`src/rtl/sad_pkg.sv`:
```
// rtl/sad_pkg.sv - shared state encoding, defaults and width helpers for the SAD search controller
package sad_pkg;

    localparam int DEF_WIDTH    = 8;
    localparam int DEF_NUM_CAND = 16;
    localparam int DEF_PIPE_LAT = 3;
    localparam int SAD_MARGIN   = 5;

    typedef enum logic [2:0] {
        ST_IDLE,
        ST_CLEAR,
        ST_ISSUE,
        ST_DRAIN,
        ST_DONE
    } state_t;

    function automatic int sad_width(input int w);
        return w + SAD_MARGIN;
    endfunction

    // A single-candidate search still needs a one-bit index port.
    function automatic int idx_width(input int n);
        return (n > 1) ? $clog2(n) : 1;
    endfunction

endpackage

```
`src/rtl/sad_tag_pipe.sv`:
```
// rtl/sad_tag_pipe.sv - valid/index tag delay line that tracks candidates through the SAD datapath
module sad_tag_pipe #(
    parameter int PIPE_LAT = 3,
    parameter int IDX_W    = 4
) (
    input  logic             clk,
    input  logic             rst,
    input  logic             shift,
    input  logic             in_valid,
    input  logic [IDX_W-1:0] in_idx,
    output logic             out_valid,
    output logic [IDX_W-1:0] out_idx
);

    logic [PIPE_LAT-1:0] valid;
    logic [IDX_W-1:0]    idx [PIPE_LAT];

    always_ff @(posedge clk or negedge rst) begin
        if (!rst) begin
            valid <= '0;
            for (int i = 0; i < PIPE_LAT; i++) begin
                idx[i] <= '0;
            end
        end else if (shift) begin
            valid[0] <= in_valid;
            idx[0]   <= in_idx;
            for (int i = 1; i < PIPE_LAT; i++) begin
                valid[i] <= valid[i-1];
                idx[i]   <= idx[i-1];
            end
        end
    end

    assign out_valid = valid[PIPE_LAT-1];
    assign out_idx   = idx[PIPE_LAT-1];

endmodule

```
`src/rtl/sad_search_ctrl.sv`:
```
// rtl/sad_search_ctrl.sv - sequences a SAD datapath over all candidates and tracks the minimum
module sad_search_ctrl
    import sad_pkg::*;
#(
    parameter int WIDTH    = DEF_WIDTH,
    parameter int NUM_CAND = DEF_NUM_CAND,
    parameter int PIPE_LAT = DEF_PIPE_LAT,
    parameter int SAD_W    = sad_width(WIDTH),
    localparam int IDX_W   = idx_width(NUM_CAND)
) (
    input  logic             clk,
    input  logic             rst,
    input  logic             init,
    input  logic             ack,
    input  logic [SAD_W-1:0] sad_in,
    output logic             sad_en,
    output logic             sad_rst,
    output logic [IDX_W-1:0] cand_idx,
    output logic             busy,
    output logic             done,
    output logic [SAD_W-1:0] best_sad,
    output logic [IDX_W-1:0] best_idx
);

    localparam logic [IDX_W-1:0] LAST_IDX  = IDX_W'(NUM_CAND - 1);
    localparam logic [3:0]       DRAIN_TOP = 4'(PIPE_LAT - 1);

    state_t           state;
    state_t           state_nxt;
    logic [3:0]       drain_cnt;
    logic             tag_valid;
    logic [IDX_W-1:0] tag_idx;

    always_comb begin
        state_nxt = state;
        case (state)
            ST_IDLE:  if (init) state_nxt = ST_CLEAR;
            ST_CLEAR: state_nxt = ST_ISSUE;
            ST_ISSUE: if (cand_idx == LAST_IDX) state_nxt = ST_DRAIN;
            ST_DRAIN: if (drain_cnt == 4'd0) state_nxt = ST_DONE;
            ST_DONE:  if (ack) state_nxt = ST_IDLE;
            default:  state_nxt = ST_IDLE;
        endcase
    end

    // Outputs are registered from the next state so they line up with the state they describe.
    always_ff @(posedge clk or negedge rst) begin
        if (!rst) begin
            state     <= ST_IDLE;
            sad_en    <= 1'b0;
            sad_rst   <= 1'b0;
            busy      <= 1'b0;
            done      <= 1'b0;
            cand_idx  <= '0;
            drain_cnt <= 4'd0;
            best_sad  <= '1;
            best_idx  <= '0;
        end else begin
            state   <= state_nxt;
            sad_en  <= (state_nxt == ST_ISSUE) || (state_nxt == ST_DRAIN);
            sad_rst <= (state_nxt == ST_CLEAR);
            busy    <= (state_nxt != ST_IDLE) && (state_nxt != ST_DONE);
            done    <= (state_nxt == ST_DONE);

            if (state == ST_IDLE && init) begin
                cand_idx <= '0;
            end else if (state == ST_ISSUE && cand_idx != LAST_IDX) begin
                cand_idx <= cand_idx + 1'b1;
            end

            if (state == ST_ISSUE) begin
                drain_cnt <= DRAIN_TOP;
            end else if (state == ST_DRAIN && drain_cnt != 4'd0) begin
                drain_cnt <= drain_cnt - 4'd1;
            end

            // Strict less-than keeps the lowest index on ties.
            if (state == ST_IDLE && init) begin
                best_sad <= '1;
                best_idx <= '0;
            end else if (sad_en && tag_valid && (sad_in < best_sad)) begin
                best_sad <= sad_in;
                best_idx <= tag_idx;
            end
        end
    end

    sad_tag_pipe #(
        .PIPE_LAT (PIPE_LAT),
        .IDX_W    (IDX_W)
    ) u_tag_pipe (
        .clk       (clk),
        .rst       (rst),
        .shift     (sad_en),
        .in_valid  (state == ST_ISSUE),
        .in_idx    (cand_idx),
        .out_valid (tag_valid),
        .out_idx   (tag_idx)
    );

endmodule

```
`config.mk`:
```
export PLATFORM = sky130hd
export DESIGN_NAME = sad_search_ctrl
export DESIGN_NICKNAME = d
export VERILOG_FILES = /design/src/rtl/sad_pkg.sv /design/src/rtl/sad_tag_pipe.sv /design/src/rtl/sad_search_ctrl.sv
export SDC_FILE = /design/constraint.sdc
export NUM_CORES = 1
export LEC_CHECK = 0
export ABC_AREA = 1
export BUFFER_PORTS_ARGS = -buffer_cell sky130_fd_sc_hd__clkbuf_2
export CORE_ASPECT_RATIO = 0.6
export CORE_UTILIZATION = 54
export DETAILED_ROUTE_END_ITERATION = 10
export GPL_TIMING_DRIVEN = 0
export PLACE_DENSITY = 0.78
export SLEW_MARGIN = 0
export SYNTH_ARGS = -nofsm -noshare
export SYNTH_HDL_FRONTEND = slang
export SYNTH_SLANG_ARGS = --single-unit
```
`constraint.sdc`:
```
create_clock -name clk -period 5.25 [get_ports clk]
set_input_delay 0.2625 -clock clk [delete_from_list [all_inputs] [get_ports clk]]
set_output_delay 0.2625 -clock clk [all_outputs]
set_load 0.05 [all_outputs]
```
# ---- After elaboration in Yosys (flattened, before gate mapping)
# Cells that the tools add are included.
dict set report totals {
  n_memories 0
  output_inout_bits 25
  rom_bits 0
  ram_bits 0
  register_bits 47
  inputBits 17
  word_cells 54
  latchBits 0
}
dict set report classes {
  multipliers 0
  div 0
  mux 13
  n_bitwise 0
  addsub 2
  n_eq_ne 11
  n_lt_le_gt_ge 1
  n_reduce_logical 14
  n_shift 0
}
# operator n
set op_table {}
lappend op_table {{$mux 13} 2}
lappend op_table {{$mux 4} 6}
lappend op_table {{$pmux 3 s5} 1}
lappend op_table {{$lt 13x13->1} 1}
lappend op_table {{$eq 3x2->1 const B} 4}
lappend op_table {{$mux 3} 4}
lappend op_table {{$eq 3x1->1 const B} 2}
lappend op_table {{$eq 3x3->1 const B} 2}
lappend op_table {{$logic_and 1x1->1} 6}
lappend op_table {{$reduce_bool 2->1} 3}
lappend op_table {{$add 4x1->4 const B} 1}
lappend op_table {{$eq 4x4->1 const B} 1}
lappend op_table {{$logic_not 4->1} 1}
lappend op_table {{$ne 4x4->1 const B} 1}
lappend op_table {{$reduce_bool 4->1} 1}
lappend op_table {{$sub 4x1->4 const B} 1}
lappend op_table {{$logic_not 3->1} 1}
lappend op_table {{$ne 3x3->1 const B} 1}
lappend op_table {{$reduce_bool 3->1} 1}
lappend op_table {{$logic_or 1x1->1} 1}

# ---- Depth between registers and ports, before layout
dict set report depth {
  ltp_word 5
  mapped_depth 12
}

# ---- Modules after synthesis
# Synthesis repeated with hierarchy kept, for this count alone.
dict set report unflattened {
  cells_unflattened 284
  area_unflattened_um2 2498.6
}
# mod instances area_each_um2 cells_per_inst
set by_module_without_submodules {}
lappend by_module_without_submodules {sad_search_ctrl 1 1833.0 216}
lappend by_module_without_submodules {sad_tag_pipe 1 665.6 68}

# ---- Least setup slack after synthesis
# No wires, ideal clock.
dict set report synth_path {
  kind {register to register}
  from {reg best_sad[12]}
  to {reg best_idx[0]}
  setup_slack_ns 3.221
  n_path_buf 1
  t_required_ns 5.130
  arrival_time_ns 1.909
  setup_ns 0.120
  path_stages_with_launch 12
  path_cell_list {dfstp_2 -> inv_1 -> ha_1 -> nand2_1 -> nand2_1 -> nor2_1 -> nand3_1 -> nor2_4 -> nand2_4 -> buf_4 -> nand3_1 -> nand2_1}
}
dict set report synth_between {
  elab_chain_cells 3
}
# element line
set synth_lines {}
lappend synth_lines {{start: declaration} sad_search_ctrl.sv:21} ;# output logic [SAD_W-1:0] best_sad,
lappend synth_lines {{start signal: assignment} sad_search_ctrl.sv:82} ;# best_sad <= sad_in;
lappend synth_lines {{$lt 13x13->1} sad_search_ctrl.sv:81} ;# end else if (sad_en && tag_valid && (sad_in < best_sad)) begin
lappend synth_lines {{$logic_and 1x1->1} sad_search_ctrl.sv:81}
lappend synth_lines {{$reduce_bool 2->1 (no source line)} n/a}
lappend synth_lines {{end signal: assignment} sad_search_ctrl.sv:83} ;# best_idx <= tag_idx;
lappend synth_lines {{end: declaration} sad_search_ctrl.sv:22} ;# output logic [IDX_W-1:0] best_idx
# No other way between the ends.
# A chain may end at the register's enable or synchronous reset.

# ---- Final worst setup path
dict set report layout_path {
  from {reg best_sad[12]}
  to {reg best_idx[1]}
}
# Same word-level chain as after synthesis.

==> results.toml <==
[run_status]
status = "complete, no violations"

[grt]
grt_remaining_overflow = 0
grt_start_max_net_pins = 48
overall_routing_resource_usage = 0.2343
first_pass_grt_wire_length_mm = 7.935
first_global_vias = 1723
grt_antenna_before_repair = 0

[yosys]
ys_dominant_reg_cell = "dfrtp_1"
synth.yosys.warnings = 0
leading_cell_types_by_count_after_synthesis = "68 x nand2_1, 34 x dfrtp_1, 32 x inv_1"
yosysMostFrequentCell = "nand2_1"
postSynth.asyncResetShare = 1.000
post_synth_fa_ha_maj_area_fraction = 0.08000
synth_compound_gate_area_share = 0.07680
simple_gate_fraction_of_synth_area = 0.2640
netlist.area_leader.share = 0.3627
syn-cell-area_um2 = 2346
yosysUniqueCellTypes = 30
synth_top_cell_by_area = "dfrtp_1"
avgSynthCellArea_um2 = 8.721
post_synth_main_area_contributors = "dfrtp_1 36%, dfstp_2 15%, nand2_1 11%"
number_of_instances_in_the_synthesized_netlist = 269
main_combinational_cell_family_by_area_after_synthesis = "simple AND/OR/NAND/NOR gates"
synth.net_count = 301
synth_mux_area_frac = 0
register_area_share_after_synthesis = 0.5083
synth_enable_flop_cells = 0
yosys.area_share.xor_xnor = 0
postSynthRegisterBits = 47

[floorplanning]
top_level_i_o_count = 42
design.core.area_um2 = 4144
total_die_area_um2 = 4621
initial_utilization = 0.5661
placement_rows = 18
fp.dieW_um = 87.09
die_height_um = 53.06

[drt]
routed_via_density = 5.074
antenna_left = 0
drc = 0
wl_mm = 4.947
drt-initial-drc-count = 91
wl_per_cell_um = 13.09
detailedRoute.firstPassIterationCount = 5
dr_total_vias = 1918

[place]
port-buffer-count = 41
post-place-cells = 370
gp_routability_congestion = 0.8089
post-dp-hpwl_mm = 3.661
post_dp_cell_area_um2 = 2626
placement.setup.worst_slack_ns = 3.238

[clock_tree]
tritoncts = "yes"
clk_latency_ns = 0.30
cts_setup_buffers = 0
cts.path.max_buffers = 2
postCtsResizedCells = 0
clkSinkCount = 47
cts.hold.buffers_added = 0
clock_edge_transition_at_the_registers_on_the_reported_setup_and_hold_paths_ns = 0.09
cts-htree-levels = 2
clockRootBuffer = "clkbuf_8"
tritoncts.num_buffers = 5

[sta]
finalWorstSetupSlack_ns = 3.204
worst-slew-pin-transition_ns = 1.119
timing.final.crit_period_ns = 2.046
grt_setup_unrepaired = "false"
clock-skew-final_ns = 0.006281
timing.final.crit_share = 0.3897
setup_viol = 0
max_freq_mhz = 488.8
timing.max_slew.rel_slack = 0.2542
final_hold_viol_count = 0
timing.setup.tns_ns = 0
number_of_pins_exceeding_their_max_slew_limit_in_the_final_report = 0

[critical_path]
timing_worst_setup_path_type = "flop to flop"
critical_path_launch_point_type = "flop"
ff2ff_path_depth = 11
timing.critical_path.arrival_ns = 2.24
required_ns = 5.44
critical_path.max_fanout = 10
setup.worst_path.end_class = "flop"

[power_and_ir_drop]
share_comb_of_total_power = 0.502
power_report.internal_total_mw = 1.023
p_sw_mw = 0.9395
power_leakage_nw = 1.459
totalPowerFinal_mw = 1.962
pwr_density_cell_nw_per_um2 = 711.2
vdd_drop_max_uv = 384.3
share_seq_of_total_power = 0.340
power_switching_share = 0.4788
clockPowerShare = 0.157

[finish]
final_nets = 349
layout.cell_area.non_filler_um2 = 2759
fillerInstances = 372
layout.area.seq_um2 = 1192
layout-drive-gt1-share = 0.2610
syn2layout_area_growth_pct = 17.60
instances_no_fill = 378
multiInputGateArea_um2 = 987.2
antenna_cells_inserted = 0

[min_path]
min-delay-path-class = "input port to async pin"

[flow_run]
drv_cap = 0
==> kinds of logic (layout without fill, tap and decap cells) <==
kind of cell             Yosys count  after routing
adder cells (fa/ha/maj)           15             15
AND/OR/NAND/NOR                  134            134
flip-flops                        47             47
buffers and inverters             41             90
AO/OA/AOI/OAI                     32             32
==> metrics by stage <==
| stage | utilization | hold WS [ns] |
|---|---|---|
| 6_report | 0.6658 | 0.1724 |
| 5_1_grt | 0.6658 | 0.2129 |
| 4_1_cts | 0.6658 | 0.2013 |
| 3_5_place_dp | 0.6338 | 0.4625 |
| 3_3_place_gp | 0.6338 | 0.4488 |
| 2_1_floorplan | - | -0.03309 |
==> placed cells by master (no fill, tap or decap), types with 2 or more instances in the layout <==
master     instances
o21ai_0           19
o211a_1            2
clkbuf_2          41
dfrtp_1           34
nand2_1           68
clkbuf_8           5
bufinv_16          2
nor3_1             2
clkbuf_1           6
or2_2             11
nand2_2            2
a21oi_1            6
nand4_1            5
nor3b_1            2
dfstp_2           13
inv_1             32
ha_1              15
nand3_1           28
nor2_1            11
==> flip-flops by register name, indices dropped and copies added (netlist names) <==
register,flops
drain_cnt,4
best_idx,4
sad_en,1
u_tag_pipe.out_idx,4
state,3
cand_idx,4
busy,1
sad_rst,1
done,1
best_sad,13
u_tag_pipe.idx,8
u_tag_pipe.valid,3
==> critical path: stages (launching register included) <==
cell,delay [ns]
dfstp_2,0.55
inv_1,0.04
ha_1,0.28
nand2_1,0.08
nand2_1,0.04
nor2_1,0.11
nand3_1,0.13
nor2_4,0.23
nand2_4,0.14
buf_4,0.20
nand3_1,0.07
nand2_1,0.06
==> worst paths after layout <==
path	start	to	slack (ns)
max	best_sad[12]	best_idx[1]	3.20
min	rst	done	0.17
max reg2reg	best_sad[12]	best_idx[1]	3.20
min reg2reg	drain_cnt[3]	drain_cnt[3]	0.47
max in group asynchronous	rst	drain_cnt[2]	4.40
min in group clk	sad_in[0]	best_sad[0]	0.20
==> cell type report <==
| type | instances | share of cell area |
|---|---|---|
| Sequential cell | 47 | 0.4322 |
| Multi-Input combinational cell | 181 | 0.3578 |
| Timing Repair Buffer | 41 | 0.07438 |
| Inverter | 33 | 0.04490 |
| Tap cell | 60 | 0.02721 |
| Clock buffer | 6 | 0.02630 |
| Clock inverter | 2 | 0.02177 |
| Buffer | 8 | 0.01542 |
==> routing by layer <==
layer  global-route usage  vias up  wire length [um]
met5                    0        -                 0
met4              0.04098        0                10
met3              0.05772        2               261
met2               0.3412       48              2067
met1               0.3563      901              2607
li1                     -      967                 -
==> power by group through the flow <==
stage               combinational (mW)  sequential [mW]  clock, mW
finish                           0.986            0.668      0.309
floorplan                        0.455            0.957          0
CTS                              0.988            0.667      0.313
global route                      1.09            0.690      0.330
global placement                 0.949            0.669          0
detailed placement               0.980            0.673          0
Note: power is estimated with default switching activity, not from simulation.
